--- config.mk ---
export PLATFORM = sky130hd
export DESIGN_NAME = input_debounce
export DESIGN_NICKNAME = d
export VERILOG_FILES = /design/src/rtl/input_debounce.sv
export SDC_FILE = /design/constraint.sdc
export NUM_CORES = 1
export LEC_CHECK = 0
export CELL_PAD_IN_SITES_DETAIL_PLACEMENT = 1
export CELL_PAD_IN_SITES_GLOBAL_PLACEMENT = 1
export CORE_MARGIN = 4
export CORE_UTILIZATION = 43
export CTS_BUF_LIST = sky130_fd_sc_hd__clkbuf_8
export DETAILED_ROUTE_END_ITERATION = 8
export HOLD_SLACK_MARGIN = 0.03
export PLACE_DENSITY_LB_ADDON = 0.12
export SLEW_MARGIN = 10
export SYNTH_ARGS = -nofsm -noshare
export SYNTH_HDL_FRONTEND = slang
export SYNTH_SLANG_ARGS = --single-unit
--- constraint.sdc ---
create_clock -name clk -period 1.5 [get_ports clk]
set_clock_uncertainty 0.2 [all_clocks]
set_input_delay 0.45 -clock clk [delete_from_list [all_inputs] [get_ports clk]]
set_output_delay 0.45 -clock clk [all_outputs]
set_load 0.02 [all_outputs]
--- src/rtl/input_debounce.sv ---
// Purpose: synchronise and debounce raw pad inputs (quadrature a/b, button) into clean levels plus rise/fall pulses.
// Latency: with TICK_DIV=1 a clean raw step sampled at edge k shows on clean at edge k+SYNC_STAGES+STABLE_COUNT-1.
// Backpressure: none; free-running level conditioner, outputs are valid every cycle and cannot be stalled.
module input_debounce #(
    parameter int CHANNELS     = 3,
    parameter int SYNC_STAGES  = 2,
    parameter int STABLE_COUNT = 4,
    parameter int TICK_DIV     = 1
) (
    input  logic                clk,
    input  logic                reset,
    input  logic [CHANNELS-1:0] raw,
    output logic [CHANNELS-1:0] clean,
    output logic [CHANNELS-1:0] rise,
    output logic [CHANNELS-1:0] fall
);

    // Counter widths never drop below one bit, so degenerate ratios of 1 still elaborate.
    localparam int PW = (TICK_DIV > 1) ? $clog2(TICK_DIV) : 1;
    localparam int CW = (STABLE_COUNT > 1) ? $clog2(STABLE_COUNT) : 1;
    localparam logic [PW-1:0] PRESC_MAX = PW'(TICK_DIV - 1);
    localparam logic [CW-1:0] CNT_MAX   = CW'(STABLE_COUNT - 1);

    logic [CHANNELS-1:0] sync_q [SYNC_STAGES];
    logic [CHANNELS-1:0] sync_out;
    logic [PW-1:0]       presc;
    logic                tick;

    // Plain flop chain per channel; the last stage is the only one the debouncer looks at.
    always_ff @(posedge clk or posedge reset) begin
        if (reset) begin
            for (int i = 0; i < SYNC_STAGES; i++) begin
                sync_q[i] <= '0;
            end
        end else begin
            sync_q[0] <= raw;
            for (int i = 1; i < SYNC_STAGES; i++) begin
                sync_q[i] <= sync_q[i-1];
            end
        end
    end

    assign sync_out = sync_q[SYNC_STAGES-1];

    // Shared prescaler: wraps at TICK_DIV-1, and that terminal value is the tick.
    always_ff @(posedge clk or posedge reset) begin
        if (reset) begin
            presc <= '0;
        end else if (tick) begin
            presc <= '0;
        end else begin
            presc <= presc + 1'b1;
        end
    end

    assign tick = (presc == PRESC_MAX);

    for (genvar g = 0; g < CHANNELS; g++) begin : g_chan
        logic [CW-1:0] cnt;
        logic          clean_q;
        logic          rise_q;
        logic          fall_q;

        // Any cycle where the synchronised level matches clean restarts the count, tick or not,
        // so a single bounce back forces a full new stability window. The counter clears on
        // acceptance, so it never needs to saturate.
        always_ff @(posedge clk or posedge reset) begin
            if (reset) begin
                cnt     <= '0;
                clean_q <= 1'b0;
                rise_q  <= 1'b0;
                fall_q  <= 1'b0;
            end else begin
                rise_q <= 1'b0;
                fall_q <= 1'b0;
                if (sync_out[g] == clean_q) begin
                    cnt <= '0;
                end else if (tick) begin
                    if (cnt == CNT_MAX) begin
                        clean_q <= sync_out[g];
                        cnt     <= '0;
                        rise_q  <= sync_out[g];
                        fall_q  <= ~sync_out[g];
                    end else begin
                        cnt <= cnt + 1'b1;
                    end
                end
            end
        end

        assign clean[g] = clean_q;
        assign rise[g]  = rise_q;
        assign fall[g]  = fall_q;
    end

endmodule

* Yosys cells after proc, flatten, opt, wreduce, memory -nomap -nowiden *
Index checks and enable logic that the tools add are counted.

operators by class
  add/sub/neg operators = 4
  equal/unequal tests = 9
  multiplexer cells = 28
  bitwise operators = 7
  reduce and logical (&&, ||, !) cells = 3

operators with widths
  kind                                                                     number
  1-bit two-way mux                                                        19
  2-bit two-way mux                                                        9
  3-bit AND reduction                                                      3
  1-bit NOT                                                                7
  2-bit by 1-bit adder with 2-bit output, second input constant            3
  2-bit == test, second input constant                                     3
  2-bit by 1-bit inequality test with 1-bit output, second input constant  3
  1-bit == test                                                            3
  1-bit adder, second input constant                                       1

storage, ports and cells
  register bits after elaboration = 22
  input port bits = 5
  output and inout bits = 9
  logic and storage cells = 66

* Longest topological paths before layout *
  depth in word-level cells = 4
  gate-level depth with buffers = 3

* Worst setup path before layout *
No wires, ideal clock.

  path type = register -> register
  from = register g_chan[1].cnt[0]
  to = register g_chan[1].clean_q
  library setup time = 0.127 ns
  arrival = 0.886 ns
  required time = 1.173 ns
  path slack = 0.286 ns
  cell stages (with the launch flop) = 3
  path buffers = 0
  cell sequence = dfrtp_1 > ha_1 > mux2_1

on the way
  longest elaborated chain between the ends = 2

RTL lines
  item                                  RTL line  source
  start: declaration                    59        logic [CW-1:0] cnt;
  start signal: assignment              85        cnt <= cnt + 1'b1;
  2-bit == test                         79        if (cnt == CNT_MAX) begin
  3-bit AND reduction (no source line)  --
  end signal: assignment                80        clean_q <= sync_out[g];
  end: declaration                      60        logic clean_q;

No other way between the ends.
A chain may end at the register's enable or synchronous reset.

* Worst setup path in the final report *
  from = register g_chan[1].clean_q
  to = output port clean[1]

RTL lines
  item              RTL line  source
  end: declaration  13        output logic [CHANNELS-1:0] clean,

No word-level cell between the ends.

==> reports/results.ini <==
[run_status]
status=finished clean

[power]
vdd_drop_max_mv=0.827
leakagePower_nw=0.484
p_per_area_nw_per_um2=1670

[placement]
dpl-instance-area_sq_um=937
hpwlAfterDp_um=888
io_buffers=13
routabilityCongestion=0.681

[worst_setup_path]
r2r_slack_ps=220
path_buf_inv=1
cp_slowest_cell=dfrtp_1
r2r-end=g_chan[1].clean_q$_DFFE_PP0P_
cp_max_fo=2
arrival_ps=790
cp-start-kind=flip-flop
end_kind=primary output
reg2regPathDepth=2
critical-path-top-delay-family=flip-flops
critPathKind=flip-flop to primary output
path_cells=buf_2
cpPeakStageDelay_ps=380
cp.required_ps=850
regToRegStartpoint=g_chan[1].cnt[0]$_DFF_PP0_

[cells_and_area]
nets=80
area_growth_pct=17.0
diodes=0
drive_gt1_share_pct=28.6
fin_util_pct=53.7
finish.instance_area_sq_um=937

[grt]
grt_pass1_wl_um=2240
grt_pass1_vias=493
antenna_found_initial=0
grt_overflow_total=0
grt_max_degree=22
track_usage_pct=12.0

[logic_synthesis]
syn_avg_cell_area_sq_um=13.8
synth_area_leaders=dfrtp_1, buf_4, ha_1, nor3_2, xnor2_1
ys_warn_count=0
yosysTopAreaCellShare_pct=65.6
yosys.area.top_type=dfrtp_1
syn_nets=67
syn_inst=58
synth-seq-cells=21
yosysUniqueCellTypes=16
syn_area_sq_um=801
ys_seq_area_share_pct=65.6

[floorplanning]
ios=14
initial_core_util_pct=45.9
dieArea_sq_um=2620
num_rows=15
die-height_um=51.2
coreArea_sq_um=1750
die_width_um=51.2

[clock_tree]
clockRootBuffer=clkbuf_8
cts_max_level=1
cts_setup_buffers=0
clock_latency_ps=250
path_clk_slew_ps=70
cts_tree=built
cts_max_path_buffers=2
cts_made_buffers=3
clock-sinks=21

[timing]
fmax_ghz=0.694
final_max_slew_viol_count=0
holdWs_ps=145
slew_headroom_pct=83.9
finalHoldViolCount=0
rsz0062_at_grt=no
setup_viol=0
period_minus_slack_ps=1440
fin_crit_sh_pct=96.0
worstMarginPinSlew_ps=239

[worst_hold_path]
holdPathStages=0
hold_end=sync_out[0]$_DFF_PP0_
worstHoldStart=sync_q[3]$_DFF_PP0_
min-delay-path-class=flip-flop to flip-flop

[routing]
avgRoutedWirePerCell_um=13.3
dr.pass1.iters=2
vias=427
routed_via_density=4.49
drcViolationCount=0
drtIter0Drc=2
wl_um=1270
ant_nets=0

[job]
cap_violations=0

## through the flow
| stage | worst slack [ps] | total power, W | TNS (ps) | cells |
|---|---|---|---|---|
| 6_report | 59.3 | 0.00157 | 0 | 95 |
| 3_3_place_gp | -68.3 | 0.00125 | -473 | 91 |
| 4_1_cts | 48.3 | 0.00159 | 0 | 95 |
| 3_5_place_dp | -92.5 | 0.00128 | -561 | 91 |
| 5_1_grt | 3.18 | 0.00168 | 0 | 95 |
| 2_1_floorplan | 286 | 0.00111 | 0 | 58 |
## worst reg2reg max path, stage by stage, from the launching register on
cell and delay (ps):
dfrtp_1 410, ha_1 240, mux2_1 320
## cells in the final DEF (no fill, tap or decap)
master           count
nor3b_1              2
buf_4                3
and3b_2              1
nand2_1              3
clkdlybuf4s50_1      4
clkbuf_8             3
xnor2_1              2
ha_1                 4
xor2_1               1
o21ai_1              2
nor3b_2              1
buf_2                9
buf_12               1
nor2b_1              2
nor3_2               2
dfrtp_1             21
inv_1                4
nor2_1               3
mux2_1               1
and2_1               1
## registers in the layout, summed over array words and instances (netlist names)
register / count
g_chan.cnt: 6
sync_q: 3
g_chan.fall_q: 3
g_chan.clean_q: 3
g_chan.rise_q: 3
sync_out: 3
## layout make-up
cell class,instances,area [sq um]
tap,25,31.3
timing repair buffer,17,128
sequential,21,526
clock buffer,3,41.3
multi-input combinational,25,196
clock inverter,1,3.75
inverter,3,11.3
fill,192,808
## routing by layer
layer  wire [um]  track usage [%]  share of wire (%)
met2         694             20.8                 55
met5           0                0                  0
met4          22             6.73                1.7
met1         480             12.7                 38
met3          71             3.79                5.6
## how the worst max path moves through the flow
stage	slack, ps	from	cells after the start	endpoint
after floorplan	290	g_chan[1].cnt[0]$_DFF_PP0_	2	g_chan[1].clean_q$_DFFE_PP0P_
after global placement	-70	g_chan[2].clean_q$_DFFE_PP0P_	1	clean[2]
after detailed placement	-90	g_chan[2].clean_q$_DFFE_PP0P_	1	clean[2]
after CTS	50	g_chan[2].clean_q$_DFFE_PP0P_	1	clean[2]
after global routing	3	g_chan[2].clean_q$_DFFE_PP0P_	1	clean[2]
final	60	g_chan[1].clean_q$_DFFE_PP0P_	1	clean[1]
## Yosys cell counts
| cell | count |
|---|---|
| nor3b_2 | 1 |
| o21ai_1 | 2 |
| and2_1 | 1 |
| dfrtp_1 | 21 |
| buf_4 | 9 |
| xor2_1 | 1 |
| nand2_1 | 3 |
| and3b_2 | 1 |
| nor2_1 | 3 |
| mux2_1 | 1 |
| ha_1 | 4 |
| inv_1 | 3 |
| xnor2_1 | 2 |
| nor3b_1 | 2 |
| nor3_2 | 2 |
| nor2b_1 | 2 |
## where the power goes
part	total [W]	internal (W)	switching [W]	leakage [nW]
combinational	0.000462	0.000221	0.000241	0.190
sequential	0.000753	0.000687	0.0000650	0.268
clock	0.000351	0.000182	0.000169	0.0269
total	0.00157	0.00109	0.000475	0.484
## cells by family after synthesis
kind of cell               Yosys count  synth area share, %
AOI/OAI and AO/OA                    2                 1.25
xor gates and xnor gates             3                 3.28
adders and majority gates            4                 6.25
buffers and inverters               12                 9.84
DFF                                 21                 65.6
muxes                                1                 1.41
and+or+nand+nor                     15                 12.3
## repair_timing
item	CTS	global route
setup endpoints to repair	9	0
hold buffers	0	0
resized for setup	36	0
Note: power is estimated with default switching activity, not from simulation.
